<file path="src/rtl/inc_pulse_pkg.sv">
// Shared types and constants for the button-to-increment conditioning stage.
package inc_pulse_pkg;

  localparam int DEF_SYNC_STAGES     = 2;
  localparam int DEF_DEBOUNCE_CYCLES = 16;
  localparam int DEF_REPEAT_DELAY    = 256;
  localparam int DEF_REPEAT_PERIOD   = 64;

  typedef enum logic [2:0] {
    IDLE,
    ARMING,
    PRESSED,
    REPEATING,
    RELEASING
  } state_e;

  // Counter width large enough to hold the largest terminal count without wrapping.
  function automatic int timer_w(input int a, input int b, input int c);
    int m;
    m = a;
    if (b > m) m = b;
    if (c > m) m = c;
    return $clog2(m) + 1;
  endfunction

endpackage

</file>
<file path="src/rtl/sync_ff.sv">
// Multi-flop synchronizer for a single asynchronous level; q is the last stage.
module sync_ff #(
  parameter int STAGES = 2
) (
  input  logic clk,
  input  logic async_reset,
  input  logic d,
  output logic q
);

  logic [STAGES-1:0] chain_q;
  logic [STAGES-1:0] chain_d;

  // Shift the raw level one stage deeper each clock.
  always_comb begin
    chain_d = {chain_q[STAGES-2:0], d};
  end

  // Synchronizer flops, cleared asynchronously.
  always_ff @(posedge clk or posedge async_reset) begin
    if (async_reset) chain_q <= '0;
    else             chain_q <= chain_d;
  end

  assign q = chain_q[STAGES-1];

endmodule

</file>
<file path="src/rtl/inc_pulse_gen.sv">
// Push-button conditioner: synchronize, debounce, then emit single-cycle
// increment pulses on press, with optional hold-to-repeat.
module inc_pulse_gen
  import inc_pulse_pkg::*;
#(
  parameter int SYNC_STAGES     = DEF_SYNC_STAGES,
  parameter int DEBOUNCE_CYCLES = DEF_DEBOUNCE_CYCLES,
  parameter int REPEAT_DELAY    = DEF_REPEAT_DELAY,
  parameter int REPEAT_PERIOD   = DEF_REPEAT_PERIOD
) (
  input  logic clk,
  input  logic async_reset,
  input  logic btn_raw,
  input  logic repeat_en,
  output logic inc,
  output logic btn_level
);

  localparam int W = timer_w(DEBOUNCE_CYCLES, REPEAT_DELAY, REPEAT_PERIOD);

  localparam logic [W-1:0] ONE      = W'(1);
  localparam logic [W-1:0] DB_TC    = W'(DEBOUNCE_CYCLES);
  localparam logic [W-1:0] DELAY_TC = W'(REPEAT_DELAY - 1);
  localparam logic [W-1:0] PER_TC   = W'(REPEAT_PERIOD - 1);

  logic         s;
  state_e       state_q, state_d;
  logic [W-1:0] cnt_q, cnt_d;
  logic [W-1:0] tmr_q, tmr_d;
  logic         inc_q, inc_d;
  logic         lvl_q, lvl_d;

  // Saturating increment: counters stick at all-ones instead of wrapping.
  function automatic logic [W-1:0] sat_inc(input logic [W-1:0] v);
    return (v == '1) ? v : v + ONE;
  endfunction

  sync_ff #(
    .STAGES(SYNC_STAGES)
  ) u_sync (
    .clk        (clk),
    .async_reset(async_reset),
    .d          (btn_raw),
    .q          (s)
  );

  // Next-state, debounce/repeat timers and registered outputs, driven only by s.
  always_comb begin
    state_d = state_q;
    cnt_d   = cnt_q;
    tmr_d   = tmr_q;
    inc_d   = 1'b0;
    lvl_d   = lvl_q;
    unique case (state_q)
      IDLE: begin
        lvl_d = 1'b0;
        cnt_d = '0;
        tmr_d = '0;
        if (s) begin
          state_d = ARMING;
          cnt_d   = ONE;
        end
      end
      ARMING: begin
        if (!s) begin
          state_d = IDLE;
          cnt_d   = '0;
        end else if (cnt_q >= DB_TC) begin
          state_d = PRESSED;
          inc_d   = 1'b1;
          lvl_d   = 1'b1;
          cnt_d   = '0;
          tmr_d   = '0;
        end else begin
          cnt_d = sat_inc(cnt_q);
        end
      end
      PRESSED: begin
        if (repeat_en && tmr_q == DELAY_TC) begin
          // A terminal count coinciding with a release still fires.
          inc_d   = 1'b1;
          tmr_d   = '0;
          state_d = s ? REPEATING : RELEASING;
          if (!s) cnt_d = ONE;
        end else if (!s) begin
          state_d = RELEASING;
          cnt_d   = ONE;
          tmr_d   = '0;
        end else if (!repeat_en) begin
          tmr_d = '0;
        end else begin
          tmr_d = sat_inc(tmr_q);
        end
      end
      REPEATING: begin
        if (!repeat_en) begin
          tmr_d   = '0;
          state_d = s ? PRESSED : RELEASING;
          if (!s) cnt_d = ONE;
        end else if (tmr_q == PER_TC) begin
          inc_d   = 1'b1;
          tmr_d   = '0;
          state_d = s ? REPEATING : RELEASING;
          if (!s) cnt_d = ONE;
        end else if (!s) begin
          state_d = RELEASING;
          cnt_d   = ONE;
          tmr_d   = '0;
        end else begin
          tmr_d = sat_inc(tmr_q);
        end
      end
      RELEASING: begin
        if (s) begin
          // Release glitch: back to held, repeat delay starts over, no pulse.
          state_d = PRESSED;
          cnt_d   = '0;
          tmr_d   = '0;
        end else if (cnt_q >= DB_TC) begin
          state_d = IDLE;
          lvl_d   = 1'b0;
          cnt_d   = '0;
        end else begin
          cnt_d = sat_inc(cnt_q);
        end
      end
      default: begin
        state_d = IDLE;
        cnt_d   = '0;
        tmr_d   = '0;
        lvl_d   = 1'b0;
      end
    endcase
  end

  // State, timers and outputs; reset drops outputs immediately.
  always_ff @(posedge clk or posedge async_reset) begin
    if (async_reset) begin
      state_q <= IDLE;
      cnt_q   <= '0;
      tmr_q   <= '0;
      inc_q   <= 1'b0;
      lvl_q   <= 1'b0;
    end else begin
      state_q <= state_d;
      cnt_q   <= cnt_d;
      tmr_q   <= tmr_d;
      inc_q   <= inc_d;
      lvl_q   <= lvl_d;
    end
  end

  assign inc       = inc_q;
  assign btn_level = lvl_q;

endmodule

</file>
<file path="config.mk">
export PLATFORM = sky130hd
export DESIGN_NAME = inc_pulse_gen
export DESIGN_NICKNAME = d
export VERILOG_FILES = /design/src/rtl/inc_pulse_pkg.sv /design/src/rtl/sync_ff.sv /design/src/rtl/inc_pulse_gen.sv
export SDC_FILE = /design/constraint.sdc
export NUM_CORES = 1
export LEC_CHECK = 0
export BUFFER_PORTS_ARGS = -buffer_cell sky130_fd_sc_hd__buf_2
export CORE_MARGIN = 5
export CORE_UTILIZATION = 55
export CTS_CLUSTER_DIAMETER = 40
export DETAILED_ROUTE_END_ITERATION = 16
export PLACE_DENSITY = 0.72
export SLEW_MARGIN = 20
export SYNTH_ARGS = -nofsm -noshare
export SYNTH_HDL_FRONTEND = slang
export SYNTH_SLANG_ARGS = --single-unit
</file>
<file path="constraint.sdc">
create_clock -name clk -period 6.4 [get_ports clk]
set_clock_uncertainty 0.1 [all_clocks]
set_input_delay 1.28 -clock clk [delete_from_list [all_inputs] [get_ports clk]]
set_output_delay 1.28 -clock clk [all_outputs]
set_load 0.005 [all_outputs]
</file>
==> results by group, run 1 <==
Synth
  – Fraction of the yosys area taken by sequential cells: 41.4%
  – EDFF count, synth: 0
  – Post-synthesis cell type count: 52
  – Seq cells post-synth: 25
  – Mean post-synth cell area: 9.39 µm²
  – Synthesized cell area: 1510 µm²
  – Synthesized Nets: 168
  – Gate Count Post-Synth: 161
  – Warning count from the yosys run: 0
  – Prevailing post-synth register cell: sky130_fd_sc_hd__dfrtp_1
  – Async set-or-reset flop fraction in the synthesized netlist: 100%

Global routing
  – Maximum number of pins on one net before global-route repair: 26
  – Remaining global-route overflow: 0
  – Number of global-route vias before repair: 1222
  – Wire length of the first global-routing pass: 5330 µm
  – Global-route usage over all layers: 16.5%
  – Antenna violations before repair: 0

Drt
  – Antenna Nets Post-Route: 0
  – Via-to-Cell Ratio: 6.51
  – Wire length per cell after detailed routing: 15.8 µm
  – Initial DRC Count: 65
  – Routed via count: 1244
  – Detailed-router iteration count before antenna repair: 4
  – Final WL: 3020 µm
  – DRC: 0

Clock tree
  – Root buffer cell: sky130_fd_sc_hd__clkbuf_4
  – H-Tree Depth: 1
  – CTS buffer count: 3
  – Post-CTS Hold Buffers: 0
  – Sink count of the clock tree: 25
  – Maximum buffer depth of the clock tree: 2
  – Post-CTS resize count: 0
  – Number of setup buffers added after CTS: 0
  – Clock Pin Slew Worst Setup and Hold Paths: 0.13 ns
  – CTS tree: done
  – Clock latency of the later-clocked register in the worst-skew pair: 0.32 ns

Min path
  – Startpoint of the tightest hold check path: u_sync.chain_q[0]
  – Hold path depth: 0
  – Hold/Removal Path Class: reg2reg
  – Min-Delay Endpoint: u_sync.chain_q[1]

Pwr
  – Leakage power total: 0.609 nW
  – Maximum vdd ir drop: 0.147 mV
  – Power Dens Cells: 160 nW/µm²

Place
  – Final GP Congestion: 0.839
  – Sum of net half-perimeters after detailed placement: 2180 µm
  – Count of buffers from port buffering: 5
  – Number of placed instances with taps included: 187

Floorplan
  – Number of placed I/O pins: 6
  – Chip height: 62.4 µm
  – Std-Cell Rows: 19
  – Die area: 3900 µm²
  – Placeable core region: 2690 µm²
  – Die boundary width: 62.4 µm
  – Initial cell density of the core: 56.3%

Setup path
  – Reg-to-reg setup timing slack: 4.15 ns
  – Worst setup EP type: primary output
  – Largest fanout on the critical path: 4
  – Crit path largest cell delay: 0.43 ns
  – Number of buffers and inverters on the critical path: 1
  – Arrival time of the worst setup path: 0.88 ns
  – Category of the worst setup path launch point: flop
  – Critical path cell sequence: buf_2
  – Family with the most delay on the worst path: flip-flops
  – Slowest stage cell, crit path: sky130_fd_sc_hd__dfrtp_1
  – Worst-case reg-to-reg path depth: 4
  – Worst reg2reg path startpoint: tmr_q[0]
  – Crit Path Category: reg2out
  – Data required time at the worst endpoint: 5.02 ns
  – Capture instance of the worst register-to-register path: inc

Timing
  – Minimum period implied by the final worst setup slack: 2.26 ns
  – Slew margin rel.: 34.2%
  – Worst-Margin Slew: 0.985 ns
  – Final max-slew violation count: 0
  – Highest clock frequency the design can meet: 443 MHz
  – Setup_tns: 0 ns
  – Total setup violations reported at the end of the flow: 0
  – Hold violation total from the final report: 0
  – Final hold slack: 0.290 ns
  – Post-route fraction of the period consumed by the critical path: 35.2%
  – Unrepaired setup endpoints after global routing: no

Flow run
  – Max-capacitance violation count: 0

Cells and area
  – Number of antenna cells inserted: 0
  – Ratio of cells with drive above 1 in the final layout: 12.5%
  – Count of nets after finishing: 168
  – Fillcell total: 240
  – Most frequent cells in the layout: sky130_fd_sc_hd__dfrtp_1 (25), sky130_fd_sc_hd__a31oi_1 (11), sky130_fd_sc_hd__nand3_1 (10), sky130_fd_sc_hd__nand2_1 (10), sky130_fd_sc_hd__a21oi_1 (9)
  – Final Instance Count excl. Fillers: 191
  – Area overhead of the layout relative to synthesis: 2.90%
  – Most common library cell in the layout ignoring fill and taps: sky130_fd_sc_hd__dfrtp_1

Status
  – Run status: completed
-- layer usage --
metal,part of all wire (%),global-route usage (%),up-vias
met5,0,0,-
met2,50,26.9,16
met4,2.0,8.22,0
li1,-,-,611
met3,2.0,2.34,6
met1,46,21.1,611
-- Yosys cell counts (2+ instances only) --
master | number | area (µm²)
sky130_fd_sc_hd__nand2b_1 | 2 | 12.5
sky130_fd_sc_hd__o2111ai_1 | 2 | 17.5
sky130_fd_sc_hd__and4_1 | 2 | 17.5
sky130_fd_sc_hd__o21ai_0 | 2 | 10.0
sky130_fd_sc_hd__a21oi_1 | 9 | 45.0
sky130_fd_sc_hd__nor2b_1 | 2 | 12.5
sky130_fd_sc_hd__inv_1 | 8 | 30.0
sky130_fd_sc_hd__dfrtp_1 | 25 | 626
sky130_fd_sc_hd__nand3b_1 | 2 | 15.0
sky130_fd_sc_hd__a41oi_1 | 3 | 26.3
sky130_fd_sc_hd__ha_1 | 3 | 37.5
sky130_fd_sc_hd__nand4_1 | 5 | 31.3
sky130_fd_sc_hd__nor2_1 | 8 | 30.0
sky130_fd_sc_hd__or2_2 | 2 | 12.5
sky130_fd_sc_hd__and3_1 | 5 | 31.3
sky130_fd_sc_hd__a21oi_2 | 4 | 35.0
sky130_fd_sc_hd__nand3_1 | 10 | 50.1
sky130_fd_sc_hd__o211ai_1 | 4 | 30.0
sky130_fd_sc_hd__clkbuf_1 | 8 | 30.0
sky130_fd_sc_hd__nand2_1 | 10 | 37.5
sky130_fd_sc_hd__nor3b_1 | 4 | 30.0
sky130_fd_sc_hd__a31oi_1 | 11 | 68.8
-- per-stage QoR --
step                power (mW)  setup slack [ns]  area (µm²)  util [%]
finish                   0.249              4.14        1560      57.9
floorplan                0.178              4.22        1510         -
CTS                      0.253              4.12        1560      57.9
global placement         0.180              4.09        1530      56.9
detailed placement       0.181              4.05        1530      56.9
global route             0.262              3.93        1560      57.9
-- power breakdown --
part,internal (mW),switching [mW],leakage [nW],total (mW)
Clock,0.0244,0.0471,0.0150,0.0715
Combinational,0.00474,0.00942,0.254,0.0142
Sequential,0.160,0.00353,0.340,0.163
-- cells by family after synthesis --
group	share of synthesized area, %
adder cells (fa/ha/maj)	2.48
buffers and inverters	5.05
AND/OR/NAND/NOR	24.4
XOR/XNOR	1.16
multiplexers	0.662
flip-flops	41.4
AO/OA/AOI/OAI	24.8
-- state kept, by name, summed over array words and instances, names as in the netlist --
signal          cells
u_sync.chain_q      2
btn_level           1
state_q             3
inc                 1
tmr_q               9
cnt_q               9
-- cell type report --
class	count	area, µm²	share of cell area [%]
tap	31	38.8	2.49
clock buffer	4	26.3	1.69
inverter	8	30.0	1.93
multi-input combinational	118	810	52.1
sequential	25	626	40.2
timing repair buffer	5	25.0	1.61
-- how the worst max path moves through the flow --
| stage | start | to | slack [ns] | cells past startpoint |
|---|---|---|---|---|
| after detailed placement | repeat_en | tmr_q[3] | 4.05 | 4 |
| after CTS | btn_level | btn_level | 4.12 | 1 |
| after floorplan | repeat_en | tmr_q[3] | 4.22 | 4 |
| final | btn_level | btn_level | 4.14 | 1 |
| after global placement | repeat_en | tmr_q[3] | 4.09 | 4 |
| after global routing | tmr_q[0] | inc | 3.93 | 4 |
Note: power is estimated with default switching activity, not from simulation.
==> inputs of run 2 (changes only) <==
ABC_AREA = 1   (was default)
clock period = 2.1 ns   (was 6.4 ns; I/O delays follow)
==> run 2 against run 1 <==
Compared with the run above: critical path depth increased by 9; area after synthesis decreased by 6.0%; sequential power increased to 3.6 times the previous value; critical endpoint is now cnt_q[4]; largest cell class unchanged; largest power group unchanged; highest routed layer unchanged.
==> results by group, run 2 <==
Cells and area
  – Largest regs: cnt_q (9), tmr_q (9), state_q (3)
  – Ratio of cells with drive above 1 in the final layout: 13.4% (+0.93 points)
  – Fraction of the core area covered by cells at the end of the flow: 61.3% (+3.4 points)
  – Number of antenna cells inserted: 0 (unchanged)
  – Area overhead of the layout relative to synthesis: 6.87%
  – Most common library cell in the layout ignoring fill and taps: sky130_fd_sc_hd__nand2_1
  – Most frequent cells in the layout: sky130_fd_sc_hd__nand2_1 (42), sky130_fd_sc_hd__nor2_1 (27), sky130_fd_sc_hd__inv_1 (26)
  – Count of nets after finishing: 209 (+24%)
  – Fillcell total: 222 (-7.5%)

Floorplan
  – Die boundary width: 60.8 µm (-2.6%)
  – Number of placed I/O pins: 6 (unchanged)
  – Die area: 3700 µm² (-5.1%)
  – Placeable core region: 2480 µm² (-7.8%)
  – Std-Cell Rows: 18 (-1)
  – Chip height: 60.8 µm (-2.6%)
  – Initial cell density of the core: 57.3% (+1.1 points)

Clock tree
  – Clock latency of the later-clocked register in the worst-skew pair: 0.31 ns (about the same)
  – Clock Pin Slew Worst Setup and Hold Paths: 0.14 ns (about the same)
  – H-Tree Depth: 1 (unchanged)
  – Number of setup buffers added after CTS: 0 (unchanged)
  – CTS buffer count: 3 (unchanged)
  – Root buffer cell: sky130_fd_sc_hd__clkbuf_4
  – Post-CTS resize count: 0 (unchanged)
  – Maximum buffer depth of the clock tree: 2 (unchanged)
  – CTS tree: done
  – Sink count of the clock tree: 25 (unchanged)
  – Post-CTS Hold Buffers: 0 (unchanged)

Setup path
  – Reg-to-reg setup timing slack: 0.38 ns (-3.77 ns)
  – Critical path cell sequence: ha_1 -> nand2_1 -> nor2_1 -> nand4_1 -> nor2_1 -> inv_1 -> nand2_1 -> o21ai_0 -> nand2_1 -> inv_1
  – Crit Path Category: reg2reg
  – Crit-path most repeated cell: sky130_fd_sc_hd__nand2_1
  – Slowest stage cell, crit path: sky130_fd_sc_hd__dfrtp_1
  – Largest fanout on the critical path: 5 (+1)
  – Worst-case reg-to-reg path depth: 10 (+6)
  – Number of buffers and inverters on the critical path: 2 (+1)
  – Worst reg2reg path startpoint: cnt_q[0]
  – Arrival time of the worst setup path: 1.84 ns (+0.96 ns)
  – Family with the most delay on the worst path: simple AND/OR/NAND/NOR gates
  – Data required time at the worst endpoint: 2.23 ns (-2.79 ns)
  – Category of the worst setup path launch point: flop
  – Worst setup EP type: flop
  – Crit path largest cell delay: 0.41 ns (-0.02 ns)
  – Capture instance of the worst register-to-register path: cnt_q[4]

Synth
  – Seq cells post-synth: 25 (unchanged)
  – Fraction of the yosys area taken by sequential cells: 44.1% (+2.7 points)
  – Synthesized cell area: 1420 µm² (-6.0%)
  – Gate Count Post-Synth: 191 (+19%)
  – Prevailing post-synth register cell: sky130_fd_sc_hd__dfrtp_1
  – Most repeated cell in the gate-level netlist after synthesis: sky130_fd_sc_hd__nand2_1
  – Area share of the leading cell type in the synthesized netlist: 44.1% (+2.7 points)
  – Warning count from the yosys run: 0 (unchanged)
  – Cell types with the largest area share after synthesis: sky130_fd_sc_hd__dfrtp_1 (44%), sky130_fd_sc_hd__nand2_1 (11%), sky130_fd_sc_hd__nor2_1 (7.1%)
  – Async set-or-reset flop fraction in the synthesized netlist: 100% (unchanged)
  – Post-synthesis cell type count: 25 (-52%)
  – Synthesized Nets: 198 (+18%)
  – Synth cell count leaders: sky130_fd_sc_hd__nand2_1 (42), sky130_fd_sc_hd__nor2_1 (27), sky130_fd_sc_hd__inv_1 (26)
  – EDFF count, synth: 0 (unchanged)
  – Mean post-synth cell area: 7.44 µm² (-21%)
  – Cell type with the highest aggregate area in the netlist: sky130_fd_sc_hd__dfrtp_1

Min path
  – Hold/Removal Path Class: in2async

Place
  – Count of buffers from port buffering: 5 (unchanged)
  – Final GP Congestion: 0.901 (+7.4%)
  – Sum of net half-perimeters after detailed placement: 2060 µm (-5.7%)

Flow run
  – Max-capacitance violation count: 0 (unchanged)

Status
  – Run status: completed

Drt
  – Detailed-router iteration count before antenna repair: 4 (unchanged)
  – Antenna Nets Post-Route: 0 (unchanged)
  – Wire length per cell after detailed routing: 11.9 µm (-25%)
  – Initial DRC Count: 59 (-9.2%)
  – Via-to-Cell Ratio: 5.34 (-18%)
  – Final WL: 2740 µm (-9.2%)
  – Routed via count: 1233 (-0.88%)
  – DRC: 0 (unchanged)

Global routing
  – Global-route usage over all layers: 16.6% (+0.13 points)
  – Maximum number of pins on one net before global-route repair: 26 (unchanged)
  – Number of global-route vias before repair: 1126 (-7.9%)
  – Remaining global-route overflow: 0 (unchanged)
  – Wire length of the first global-routing pass: 4620 µm (-13%)
  – Antenna violations before repair: 0 (unchanged)

Pwr
  – Maximum vdd ir drop: 0.649 mV (+340%)
  – P_sw: 0.585 mW (+880%)
  – Part of the power in registers: 43.4% (-22 points)
  – Clock network fraction of design power: 15.8% (-13 points)
  – Power Dens Cells: 900 nW/µm² (+460%)
  – Share of total power in combinational logic: 40.8% (+35 points)
  – Cell Int Power: 0.781 mW (+310%)
  – Leakage power total: 0.721 nW (+18%)
  – Fraction of power spent switching nets: 42.8% (+19 points)

Timing
  – Final max-slew violation count: 0 (unchanged)
  – Total setup violations reported at the end of the flow: 0 (unchanged)
  – Unrepaired setup endpoints after global routing: no
  – Hold violation total from the final report: 0 (unchanged)
  – Setup_tns: 0 ns (unchanged)
  – Minimum period implied by the final worst setup slack: 1.72 ns
  – Final hold slack: 0.0203 ns (-0.269 ns)
  – Worst-Margin Slew: 0.358 ns (-0.627 ns)
  – Post-route fraction of the period consumed by the critical path: 81.8%
  – Highest clock frequency the design can meet: 582 MHz
  – Slew margin rel.: 75.9% (+42 points)
run 2: kinds of logic (layout without fill, tap and decap cells):
group | after synthesis | count (layout) | share of synthesized area, %
XOR/XNOR | 3 | 3 | 1.85
buffers and inverters | 32 | 42 | 8.55
flip-flops | 25 | 25 | 44.1
AND/OR/NAND/NOR | 103 | 103 | 32.5
adder cells (fa/ha/maj) | 3 | 3 | 2.64
AO/OA/AOI/OAI | 25 | 25 | 10.4
run 2: power groups by stage:
| stage | clock (mW) | combinational (mW) | sequential (mW) |
|---|---|---|---|
| 2_1_floorplan | 0 | 0.447 | 0.587 |
| 4_1_cts | 0.228 | 0.555 | 0.591 |
| 3_5_place_dp | 0 | 0.553 | 0.601 |
| 6_report | 0.216 | 0.557 | 0.593 |
| 5_1_grt | 0.245 | 0.628 | 0.599 |
| 3_3_place_gp | 0 | 0.545 | 0.597 |
run 2: per-stage QoR:
step | area [µm²] | power, mW | instances | setup slack, ns
global placement | 1490 | 1.14 | 227 | 0.483
finish | 1520 | 1.37 | 231 | 0.383
detailed placement | 1490 | 1.15 | 227 | 0.446
CTS | 1520 | 1.37 | 231 | 0.430
global route | 1520 | 1.47 | 231 | 0.258
floorplan | 1420 | 1.03 | 191 | 0.642
run 2: worst max-delay path by stage:
stage / startpoint / to / slack [ns] / cells after the start
after floorplan: cnt_q[0] / cnt_q[4] / 0.64 / 10
after global placement: tmr_q[0] / tmr_q[0] / 0.48 / 10
after detailed placement: cnt_q[0] / cnt_q[4] / 0.45 / 10
after CTS: cnt_q[0] / cnt_q[4] / 0.43 / 10
after global routing: cnt_q[0] / cnt_q[4] / 0.26 / 10
final: cnt_q[0] / cnt_q[4] / 0.38 / 10
run 2: routing by layer:
layer,vias to the layer above,global-route usage (%),share of wire (%)
li1,629,-,-
met1,561,20.9,48
met2,39,28.7,47
met3,4,2.77,4.6
met4,0,5.88,0.69
met5,-,0,0
run 2: worst reg2reg max path, stage by stage (launching register included):
cell and delay, ns:
sky130_fd_sc_hd__dfrtp_1 0.41, sky130_fd_sc_hd__ha_1 0.21, sky130_fd_sc_hd__nand2_1 0.08, sky130_fd_sc_hd__nor2_1 0.11, sky130_fd_sc_hd__nand4_1 0.09, sky130_fd_sc_hd__nor2_1 0.20
sky130_fd_sc_hd__inv_1 0.11, sky130_fd_sc_hd__nand2_1 0.14, sky130_fd_sc_hd__o21ai_0 0.09, sky130_fd_sc_hd__nand2_1 0.06, sky130_fd_sc_hd__inv_1 0.03
run 2: layout make-up:
type                            count  area, µm²  area share, %
Multi-Input combinational cell    134        673           44.4
Sequential cell                    25        626           41.2
Inverter                           32        121           8.00
Tap cell                           30       37.5           2.47
Timing Repair Buffer                6       32.5           2.14
Clock buffer                        3       22.5           1.48
Clock inverter                      1       5.00          0.330
